==> src/rtl/mod_arith_pkg.sv <==
// Shared constants for the digit-serial modular arithmetic datapath:
// operand/digit widths, FSM state encoding and op encoding.
package mod_arith_pkg;

  localparam int unsigned WIDTH      = 256;
  localparam int unsigned DIGIT      = 32;
  localparam int unsigned NUM_DIGITS = WIDTH / DIGIT;
  localparam int unsigned CNT_W      = (NUM_DIGITS > 1) ? $clog2(NUM_DIGITS) : 1;

  localparam logic [1:0] ST_IDLE  = 2'd0;
  localparam logic [1:0] ST_PASS1 = 2'd1;
  localparam logic [1:0] ST_PASS2 = 2'd2;
  localparam logic [1:0] ST_FIN   = 2'd3;

  localparam logic OP_ADD = 1'b0;
  localparam logic OP_SUB = 1'b1;

endpackage

==> src/rtl/mod_addsub_serial_if.sv <==
// Start/done request interface between the arithmetic sequencer (master)
// and the serial modular adder/subtractor (slave).
interface mod_addsub_serial_if;
  import mod_arith_pkg::*;

  logic             start;
  logic             op;
  logic [WIDTH-1:0] a;
  logic [WIDTH-1:0] b;
  logic [WIDTH-1:0] m;
  logic             busy;
  logic             done;
  logic [WIDTH-1:0] result;

  modport master (output start, op, a, b, m, input busy, done, result);
  modport slave  (input start, op, a, b, m, output busy, done, result);
endinterface

==> src/rtl/digit_addsub.sv <==
// Combinational W-bit add/sub slice: sum = x + (invert_y ? ~y : y) + c_in.
module digit_addsub #(
  parameter int unsigned W = mod_arith_pkg::DIGIT
) (
  input  logic [W-1:0] i_x,
  input  logic [W-1:0] i_y,
  input  logic         i_invert_y,
  input  logic         i_c_in,
  output logic [W-1:0] o_sum_c,
  output logic         o_c_out_c
);

  logic [W-1:0] w_y_eff;
  logic [W:0]   w_full;

  assign w_y_eff = i_y ^ {W{i_invert_y}};
  assign w_full  = (W+1)'(i_x) + (W+1)'(w_y_eff) + (W+1)'(i_c_in);
  assign {o_c_out_c, o_sum_c} = w_full;

endmodule

==> src/rtl/mod_addsub_serial.sv <==
// Digit-serial (a +/- b) mod m using one shared DIGIT-bit slice over two passes.
// MOD_ADDSUB_CONST_TIME_EN: always run PASS2 so latency is data-independent.
module mod_addsub_serial
  import mod_arith_pkg::*;
(
  input  logic                 clk,
  input  logic                 rst,
  mod_addsub_serial_if.slave   bus
);

  logic [1:0]             r_state;
  logic [1:0]             w_state_nxt;
  logic [WIDTH-1:0]       r_a;
  logic [WIDTH-1:0]       r_b;
  logic [WIDTH-1:0]       r_m;
  logic [WIDTH-1:0]       r_t;
  logic [WIDTH-DIGIT-1:0] r_u;
  logic [WIDTH-1:0]       r_result;
  logic                   r_op;
  logic                   r_carry;
  logic                   r_c1;
  logic                   r_busy;
  logic                   r_done;
  logic [CNT_W-1:0]       r_cnt;

  logic                   w_pass1;
  logic                   w_last;
  logic [DIGIT-1:0]       w_x;
  logic [DIGIT-1:0]       w_y;
  logic [DIGIT-1:0]       w_sum;
  logic                   w_inv;
  logic                   w_cin;
  logic                   w_cout;
  logic [WIDTH-1:0]       w_t_full;
  logic [WIDTH-1:0]       w_t_rot;
  logic [WIDTH-1:0]       w_u_full;
  logic [WIDTH-1:0]       w_result_nxt;
  logic                   w_skip_pass2;

  assign w_pass1 = (r_state == ST_PASS1);
  assign w_last  = (r_cnt == CNT_W'(NUM_DIGITS - 1));

  // PASS1 consumes a/b, PASS2 consumes t/m; inversion and initial carry
  // are op-dependent (PASS1: op, PASS2: ~op) and coincide.
  assign w_x   = w_pass1 ? r_a[DIGIT-1:0] : r_t[DIGIT-1:0];
  assign w_y   = w_pass1 ? r_b[DIGIT-1:0] : r_m[DIGIT-1:0];
  assign w_inv = w_pass1 ? r_op : ~r_op;
  assign w_cin = (r_cnt == '0) ? w_inv : r_carry;

  digit_addsub #(.W(DIGIT)) u_slice (
    .i_x        (w_x),
    .i_y        (w_y),
    .i_invert_y (w_inv),
    .i_c_in     (w_cin),
    .o_sum_c    (w_sum),
    .o_c_out_c  (w_cout)
  );

  // t is rotated during PASS2 so it is back in place for the final select.
  assign w_t_full = {w_sum, r_t[WIDTH-1:DIGIT]};
  assign w_t_rot  = {r_t[DIGIT-1:0], r_t[WIDTH-1:DIGIT]};
  assign w_u_full = {w_sum, r_u};

`ifdef MOD_ADDSUB_CONST_TIME_EN
  assign w_skip_pass2 = 1'b0;
`else
  assign w_skip_pass2 = (r_op == OP_SUB) && w_cout;
`endif

  always_ff @(posedge clk or posedge rst) begin
    if (rst) r_state <= ST_IDLE;
    else     r_state <= w_state_nxt;
  end

  always_comb begin
    w_state_nxt = r_state;
    case (r_state)
      ST_IDLE:  if (bus.start) w_state_nxt = ST_PASS1;
      ST_PASS1: if (w_last) w_state_nxt = w_skip_pass2 ? ST_FIN : ST_PASS2;
      ST_PASS2: if (w_last) w_state_nxt = ST_FIN;
      ST_FIN:   w_state_nxt = ST_IDLE;
      default:  w_state_nxt = ST_IDLE;
    endcase
  end

  // Result as it will be on entry to FIN; from PASS1 only the no-borrow skip gets there.
  always_comb begin
    w_result_nxt = r_result;
    if (w_pass1)
      w_result_nxt = w_t_full;
    else if (r_op == OP_ADD)
      w_result_nxt = (r_c1 | w_cout) ? w_u_full : w_t_rot;
    else
      w_result_nxt = r_c1 ? w_t_rot : w_u_full;
  end

  always_ff @(posedge clk or posedge rst) begin
    if (rst) begin
      r_a      <= '0;
      r_b      <= '0;
      r_m      <= '0;
      r_t      <= '0;
      r_u      <= '0;
      r_result <= '0;
      r_op     <= 1'b0;
      r_carry  <= 1'b0;
      r_c1     <= 1'b0;
      r_busy   <= 1'b0;
      r_done   <= 1'b0;
      r_cnt    <= '0;
    end else begin
      r_busy <= (w_state_nxt == ST_PASS1) || (w_state_nxt == ST_PASS2);
      r_done <= (w_state_nxt == ST_FIN);
      if (w_state_nxt == ST_FIN) r_result <= w_result_nxt;
      case (r_state)
        ST_IDLE: begin
          if (bus.start) begin
            r_a   <= bus.a;
            r_b   <= bus.b;
            r_m   <= bus.m;
            r_op  <= bus.op;
            r_cnt <= '0;
          end
        end
        ST_PASS1: begin
          r_a     <= r_a >> DIGIT;
          r_b     <= r_b >> DIGIT;
          r_t     <= w_t_full;
          r_carry <= w_cout;
          r_cnt   <= w_last ? '0 : r_cnt + CNT_W'(1);
          if (w_last) r_c1 <= w_cout;
        end
        ST_PASS2: begin
          r_m     <= r_m >> DIGIT;
          r_t     <= w_t_rot;
          r_u     <= w_u_full[WIDTH-1:DIGIT];
          r_carry <= w_cout;
          r_cnt   <= w_last ? '0 : r_cnt + CNT_W'(1);
        end
        default: ;
      endcase
    end
  end

  assign bus.busy   = r_busy;
  assign bus.done   = r_done;
  assign bus.result = r_result;

endmodule

==> src/flat_wrapper.sv <==
// flat-port wrapper written by rule: the top's interface ports become plain ports
module mod_addsub_serial_flat import mod_arith_pkg::*;
  (clk, rst, bus_start, bus_op, bus_a, bus_b, bus_m, bus_busy, bus_done, bus_result);
  mod_addsub_serial_if bus_i ();
  input  logic clk;
  input  logic rst;
  input wire logic [$bits(bus_i.start)-1:0] bus_start;
  input wire logic [$bits(bus_i.op)-1:0] bus_op;
  input wire logic [$bits(bus_i.a)-1:0] bus_a;
  input wire logic [$bits(bus_i.b)-1:0] bus_b;
  input wire logic [$bits(bus_i.m)-1:0] bus_m;
  output wire logic [$bits(bus_i.busy)-1:0] bus_busy;
  output wire logic [$bits(bus_i.done)-1:0] bus_done;
  output wire logic [$bits(bus_i.result)-1:0] bus_result;
  assign bus_i.start = bus_start;
  assign bus_i.op = bus_op;
  assign bus_i.a = bus_a;
  assign bus_i.b = bus_b;
  assign bus_i.m = bus_m;
  assign bus_busy = bus_i.busy;
  assign bus_done = bus_i.done;
  assign bus_result = bus_i.result;
  mod_addsub_serial u_core (.clk(clk), .rst(rst), .bus(bus_i));
endmodule
==> config.mk <==
export PLATFORM = sky130hd
export DESIGN_NAME = mod_addsub_serial_flat
export DESIGN_NICKNAME = d
export VERILOG_FILES = /design/src/rtl/mod_arith_pkg.sv /design/src/rtl/mod_addsub_serial_if.sv /design/src/rtl/digit_addsub.sv /design/src/rtl/mod_addsub_serial.sv /design/src/flat_wrapper.sv
export SDC_FILE = /design/constraint.sdc
export NUM_CORES = 2
export LEC_CHECK = 0
export ABC_AREA = 1
export BUFFER_PORTS_ARGS = -buffer_cell sky130_fd_sc_hd__buf_2
export CORE_MARGIN = 4
export CORE_UTILIZATION = 30
export CTS_CLUSTER_DIAMETER = 150
export DETAILED_ROUTE_END_ITERATION = 10
export GPL_TIMING_DRIVEN = 0
export PLACE_DENSITY = 0.57
export SETUP_SLACK_MARGIN = 0.5
export SYNTH_ARGS = -nofsm -noshare
export SYNTH_HDL_FRONTEND = slang
export SYNTH_SLANG_ARGS = --single-unit
==> constraint.sdc <==
create_clock -name clk -period 114.8 [get_ports clk]
set_input_delay 0 -clock clk [delete_from_list [all_inputs] [get_ports clk]]
set_output_delay 0 -clock clk [all_outputs]
set_load 0.01 [all_outputs]
Word level (Yosys, flattened, before mapping) --
Index checks and enable logic that the tools add are counted.
Cells by class: bitwise operators 3, reductions and logical operators 14, mux-type cells 23, equality and inequality tests 8, add/sub/neg operators 3
Operator list (count):
- $pmux 256 s2 | 4
- $mux 256 | 7
- $mux 32 | 2
- $add 32x32->33 | 1
- $add 33x1->33 | 1
- $xor 32x32->32 | 1
- $reduce_and 2->1 | 5
- $eq 2x2->1 const B | 4
- $pmux 2 s4 | 1
- $reduce_bool 2->1 | 4
- $mux 2 | 3
- $mux 3 | 2
- $pmux 3 s2 | 1
- $eq 2x1->1 const B | 2
- $add 3x1->3 const B | 1
- $eq 3x3->1 const B | 1
- $logic_not 3->1 | 1
- $mux 1 | 3
- $logic_not 2->1 | 1
- $ne 2x2->1 const B | 1
- $reduce_or 2->1 | 1
- $logic_and 1x1->1 | 1
- $logic_or 1x1->1 | 1
- $not 1->1 | 1
- $or 1x1->1 | 1
Word-level totals: output and inout port bits 258, flip-flop bits (word level) 1514, bits of input ports 772, logic and storage cells 64

Depth between registers and ports, before layout --
depth after elaboration 11, mapped depth 30, mapped depth without buffers 26

Cells and area by module --
From an unflattened synthesis, not the netlist that was laid out.
Unflattened totals: cell total of the unflattened synthesis 8629, area total of the unflattened synthesis 70523.9 um^2
By module, submodules not included:
- mod_addsub_serial | times used 1, area each 67767.5 um^2, cells an instance 8076, sequential area each 37886.3 um^2
- digit_addsub | times used 1, area each 2756.4 um^2, cells an instance 553, sequential area each 0.0 um^2

Worst setup path before layout --
No wires, ideal clock.
path kind flip-flop to flip-flop, start register u_core.r_state[1], end register u_core.r_result[10], in the netlist u_core.bus.result[10], data required time 114.683 ns, arrival time 4.370 ns, path slack 110.313 ns, stages on the path, launching flop included 30, buffers on the path 5, setup time 0.117 ns, period minus slack after synthesis 4.487 ns, cells stage by stage dfrtp_1 -> inv_1 -> ha_1 -> buf_2 -> clkbuf_1 -> clkbuf_1 -> nand2_1 -> o21ai_0 -> xor2_1 -> fa_1 -> fa_1 -> nand2_1 -> nand2_1 -> nand3_1 -> nand2_2 -> nand2_1 -> nand2_2 -> nand2_2 -> nand2_1 -> nand3_1 -> nand2_1 -> nand2_1 -> nand2_1 -> ha_1 -> clkinv_1 -> clkbuf_1 -> clkbuf_1 -> a21oi_1 -> nand2_1 -> nand2_1
On the way: longest elaborated chain between the ends 10, elaborated cells between the ends (all ways) 22, classes of those cells add/sub: 2; eq/ne: 4; mux: 12; bitwise: 2; reduce/logical: 2
RTL lines:
- start, declared | RTL line mod_addsub_serial.sv:11 | logic [1:0] r_state;
- start signal, assigned | RTL line mod_addsub_serial.sv:72 | else r_state <= w_state_nxt;
- $eq 2x1->1 | RTL line mod_addsub_serial.sv:40, mod_addsub_serial.sv:77
- $mux 32 / $mux 1 (equally long branches) | RTL line mod_addsub_serial.sv:46, mod_addsub_serial.sv:47
- $xor 32x32->32 | RTL line digit_addsub.sv:16 | assign w_y_eff = i_y ^ {W{i_invert_y}};
- $add 32x32->33 | RTL line digit_addsub.sv:17 | assign w_full = (W+1)'(i_x) + (W+1)'(w_y_eff) + (W+1)'(i_c_in);
- $add 33x1->33 | RTL line digit_addsub.sv:17
- $logic_and 1x1->1 | RTL line mod_addsub_serial.sv:67 | assign w_skip_pass2 = (r_op == OP_SUB) && w_cout;
- $mux 1 | RTL line mod_addsub_serial.sv:79 | ST_PASS1: if (w_last) w_state_nxt = w_skip_pass2 ? ST_FIN : ST_PASS2;
- $mux 2 | RTL line mod_addsub_serial.sv:79
- $pmux 2 s4 | RTL line mod_addsub_serial.sv:77 | case (r_state)
- $eq 2x2->1 | RTL line mod_addsub_serial.sv:114 | if (w_state_nxt == ST_FIN) r_result <= w_result_nxt;
- end signal, assigned | RTL line mod_addsub_serial.sv:114
- end, declared | RTL line mod_addsub_serial.sv:18 | logic [WIDTH-1:0] r_result;
Parallel ways exist; a longest one is shown, timed or not. A chain may end at the register's enable or synchronous reset.

Final worst setup path --
start register u_core.r_state[1], end register u_core.r_result[6], in the netlist u_core.bus.result[6]
The elaborated chain is that of the path after synthesis.

==> impl_metrics.py <==
metrics = {
    "status": {
        "run_status": "finished with violations",
        "failing_checks": "max-capacitance violations, max-slew violations",
    },
    "floorplanning": {
        "initial_core_util_pct": 30.2,
        "count_of_boundary_i_o_pins": 1030,
        "fp-row-count": 184,
        "floorplan.die.width_um": 511,
        "die_h_um": 511,
        "fp.dieArea_mm2": 0.262,
        "core_box_area_mm2": 0.252,
    },
    "sta": {
        "slew_viol_final": 11,
        "timing.slew.headroom_pct": -2.70,
        "report.final.setup_viol": 0,
        "tightest_slew_ns": 1.54,
        "setup_repair_after_global_routing_missed_its_margin": "false",
        "fmaxAchievable_ghz": 0.120,
        "finalHoldViolCount": 0,
        "skew_ns": 0.0771,
        "final.setup.worst_slack_ns": 106.47,
        "period_needed_ns": 8.33,
        "tns_ns": 0,
        "timing.final.crit_share_pct": 7.25,
    },
    "grt": {
        "antenna_violations_before_repair": 125,
        "grt_util_all_layers_pct": 29.5,
        "global_route_wire_length_before_repair_um": 573000,
        "grt_pass1_vias": 84400,
        "grt_max_degree": 127,
        "gr-total-overflow": 0,
    },
    "drt": {
        "drt_iter0_markers": 9511,
        "drt_pre_antenna_iters": 9,
        "detail_route.wl_per_cell_um": 24.4,
        "num_vias": 85500,
        "totalWireLength_um": 400000,
        "drc": 0,
        "postRouteAntennaNets": 0,
        "via_per_inst": 5.21,
    },
    "place": {
        "place.port_buffers": 1029,
        "place_hpwl_um": 294000,
        "routability_cong": 1.01,
        "preCtsSetupSlack_ns": 106.57,
    },
    "run": {
        "timing.max_cap.violations": 1,
    },
    "synth": {
        "synth_enable_flop_cells": 0,
        "postSynthCellCount": 10300,
        "synth.distinct_cells": 37,
        "ys_seq_elements": 1514,
        "dominantRegCellSynth": "dfrtp_1",
        "synthArstFlopShare_pct": 100,
        "synth_fp_nets": 11100,
        "synth_seq_area_share_pct": 49.8,
        "yosysWarnings": 0,
        "syn-mean-instance-area_um2": 7.42,
        "post_synthesis_instance_area_mm2": 0.0761,
    },
    "critical_path": {
        "slowest_stage": "clkbuf_1",
        "path_cells": "inv_1, ha_1, buf_2, clkbuf_1, clkbuf_1, clkbuf_1, o21ai_0, ha_1, a21o_1, nor2_1, nand2_1, a21oi_4, nand2_1, nand3_1, nand2_1, nand2_1, nand2_1, ha_1, clkinv_1, clkbuf_1, clkbuf_1, a21oi_1, nand2_1, nand2_1",
        "critical_path_peak_fanout": 10,
        "worst_setup_path_start_kind": "flip-flop",
        "critPathTopFamily": "buffers and inverters",
        "path_class": "reg -> reg",
        "worst_ep_arrival_time_ns": 9.04,
        "reg2reg_slack_ns": 106.47,
        "cp.buffers_inverters": 8,
        "critical-path-top-cell-by-count": "nand2_1",
        "crit_required_ns": 115.52,
        "endpoint_class_of_the_critical_path": "flip-flop",
        "crit_path_max_incr_delay_ns": 1.03,
    },
    "cells_and_area": {
        "num-nets-final": 13600,
        "layout_common_cells": "3720 x nand2_1, 1514 x dfrtp_1, 1344 x dlygate4sd3_1, 1111 x buf_2, 1056 x o21ai_0",
        "post_route_cells_drive_above_1_share_pct": 11.3,
        "mostFrequentLayoutCell": "nand2_1",
        "flow.area_growth_from_synthesis_pct": 38.9,
    },
    "pwr": {
        "share_clk_of_total_power_pct": 16.9,
        "peakVddDrop_v": 0.0000253,
        "sw_share_pct": 52.5,
        "power.static_leakage_uw": 0.0503,
        "comb_power_share_pct": 56.0,
        "net-switching-power_uw": 1870,
        "power_frac_seq_pct": 27.1,
        "internal_power_uw": 1690,
        "power_per_standard_cell_area_mw_per_mm2": 33.7,
    },
    "clock_tree": {
        "cts_tree": "done",
        "cts_resized": 0,
        "hold_buffers": 1344,
        "clk_path_buf_depth": 3,
        "clock_latency_ns": 0.85,
        "tritoncts.num_buffers": 177,
        "clk_pin_slew_ns": 0.06,
        "cts.repair_timing.setup_buffer_count": 0,
        "cts_root_buf": "clkbuf_16",
        "cts.sink_count": 1514,
        "htreeDepth": 4,
    },
    "hold_path": {
        "min-delay-path-class": "in -> reg",
    },
}
layer usage:
layer  vias up  GRT usage (%)  wire length (um)
li1      38300              -                 -
met1     40600           37.5            158000
met2      4989           44.5            172000
met3      1546           7.86             39300
met4        34           18.3             30600
met5         -          0.274               253
path summary, 6_finish.rpt:
check,cells past startpoint,end,start
max,24,u_core.bus.result[6],u_core.r_state[1]
min,4,u_core.r_m[24],bus_m[24]
max reg2reg,24,u_core.bus.result[6],u_core.r_state[1]
min reg2reg,2,u_core.r_u[172],u_core.r_u[204]
max in group asynchronous,9,u_core.bus.result[72],rst
min in group asynchronous,4,u_core.r_b[245],rst
power by group through the flow:
stage / registers, uW / clock network [uW] / logic (uW)
floorplan: 915 / 0 / 1180
global placement: 968 / 0 / 1880
detailed placement: 963 / 0 / 1890
CTS: 955 / 606 / 1930
global route: 985 / 630 / 2170
finish: 966 / 602 / 1990
cell families after synthesis:
kind of cell / share of synthesized area, %
buf+inv: 8.25
flops: 49.8
xor+xnor: 0.507
simple gates: 24.4
compound gates: 16.4
fa+ha+maj: 0.678
state kept, by name (all words and copies together), names as in the netlist:
name               cells
u_core.r_cnt           3
u_core.bus.busy        1
u_core.r_state         2
u_core.bus.done        1
u_core.r_t           256
u_core.bus.result    256
u_core.r_c1            1
u_core.r_b           256
u_core.r_op            1
u_core.r_u           224
u_core.r_carry         1
u_core.r_a           256
u_core.r_m           256
Yosys cell counts, drive strengths merged, types with 9 or more instances:
| cell | count | area share, % |
|---|---|---|
| nor3 | 9 | 0.059 |
| o211ai | 114 | 1.1 |
| inv | 855 | 4.2 |
| nand3 | 382 | 2.5 |
| nand4 | 18 | 0.15 |
| o31ai | 10 | 0.099 |
| dfrtp | 1514 | 50 |
| buf | 146 | 1.1 |
| nand2 | 3725 | 18 |
| a21oi | 532 | 3.5 |
| o21ai | 1057 | 7.0 |
| clkbuf | 590 | 2.9 |
| nor2 | 639 | 3.2 |
| ha | 38 | 0.63 |
| a31oi | 563 | 4.6 |
| xor2 | 39 | 0.45 |
worst reg2reg max path: stages (launching register included):
cell	delay, ns
dfrtp_1	0.38
inv_1	0.13
ha_1	0.16
buf_2	0.33
clkbuf_1	1.04
clkbuf_1	0.85
clkbuf_1	0.60
o21ai_0	0.35
ha_1	0.44
a21o_1	0.20
nor2_1	0.12
nand2_1	0.13
a21oi_4	0.24
nand2_1	0.20
nand3_1	0.13
nand2_1	0.06
nand2_1	0.10
nand2_1	0.07
ha_1	0.38
clkinv_1	0.25
clkbuf_1	1.02
clkbuf_1	0.57
a21oi_1	0.09
nand2_1	0.31
nand2_1	0.08
layout make-up:
type                    count  area (um^2)
multi-input cells        7144        31900
clock inverters            75         1090
fillers                 25300       146000
plain buffers             736         3050
clock buffers             251         5080
well taps                3348         4190
inverters                 860         3240
repair buffers           2386        19000
diodes                    102          255
flip-flops and latches   1514        37900
through the flow:
| stage | utilization, % | area [um^2] | power, uW | hold WS [ns] | instances |
|---|---|---|---|---|---|
| global placement | 33.9 | 85400 | 2840 | 0.235 | 14600 |
| floorplan | - | 76100 | 2100 | 0.121 | 10300 |
| CTS | 41.8 | 105000 | 3490 | 0.000120 | 16300 |
| detailed placement | 34.0 | 85800 | 2850 | 0.131 | 14600 |
| finish | 41.9 | 106000 | 3560 | 0.0379 | 16400 |
| global route | 41.9 | 106000 | 3790 | 0.0161 | 16400 |
Power figures use the tool's default switching activity.
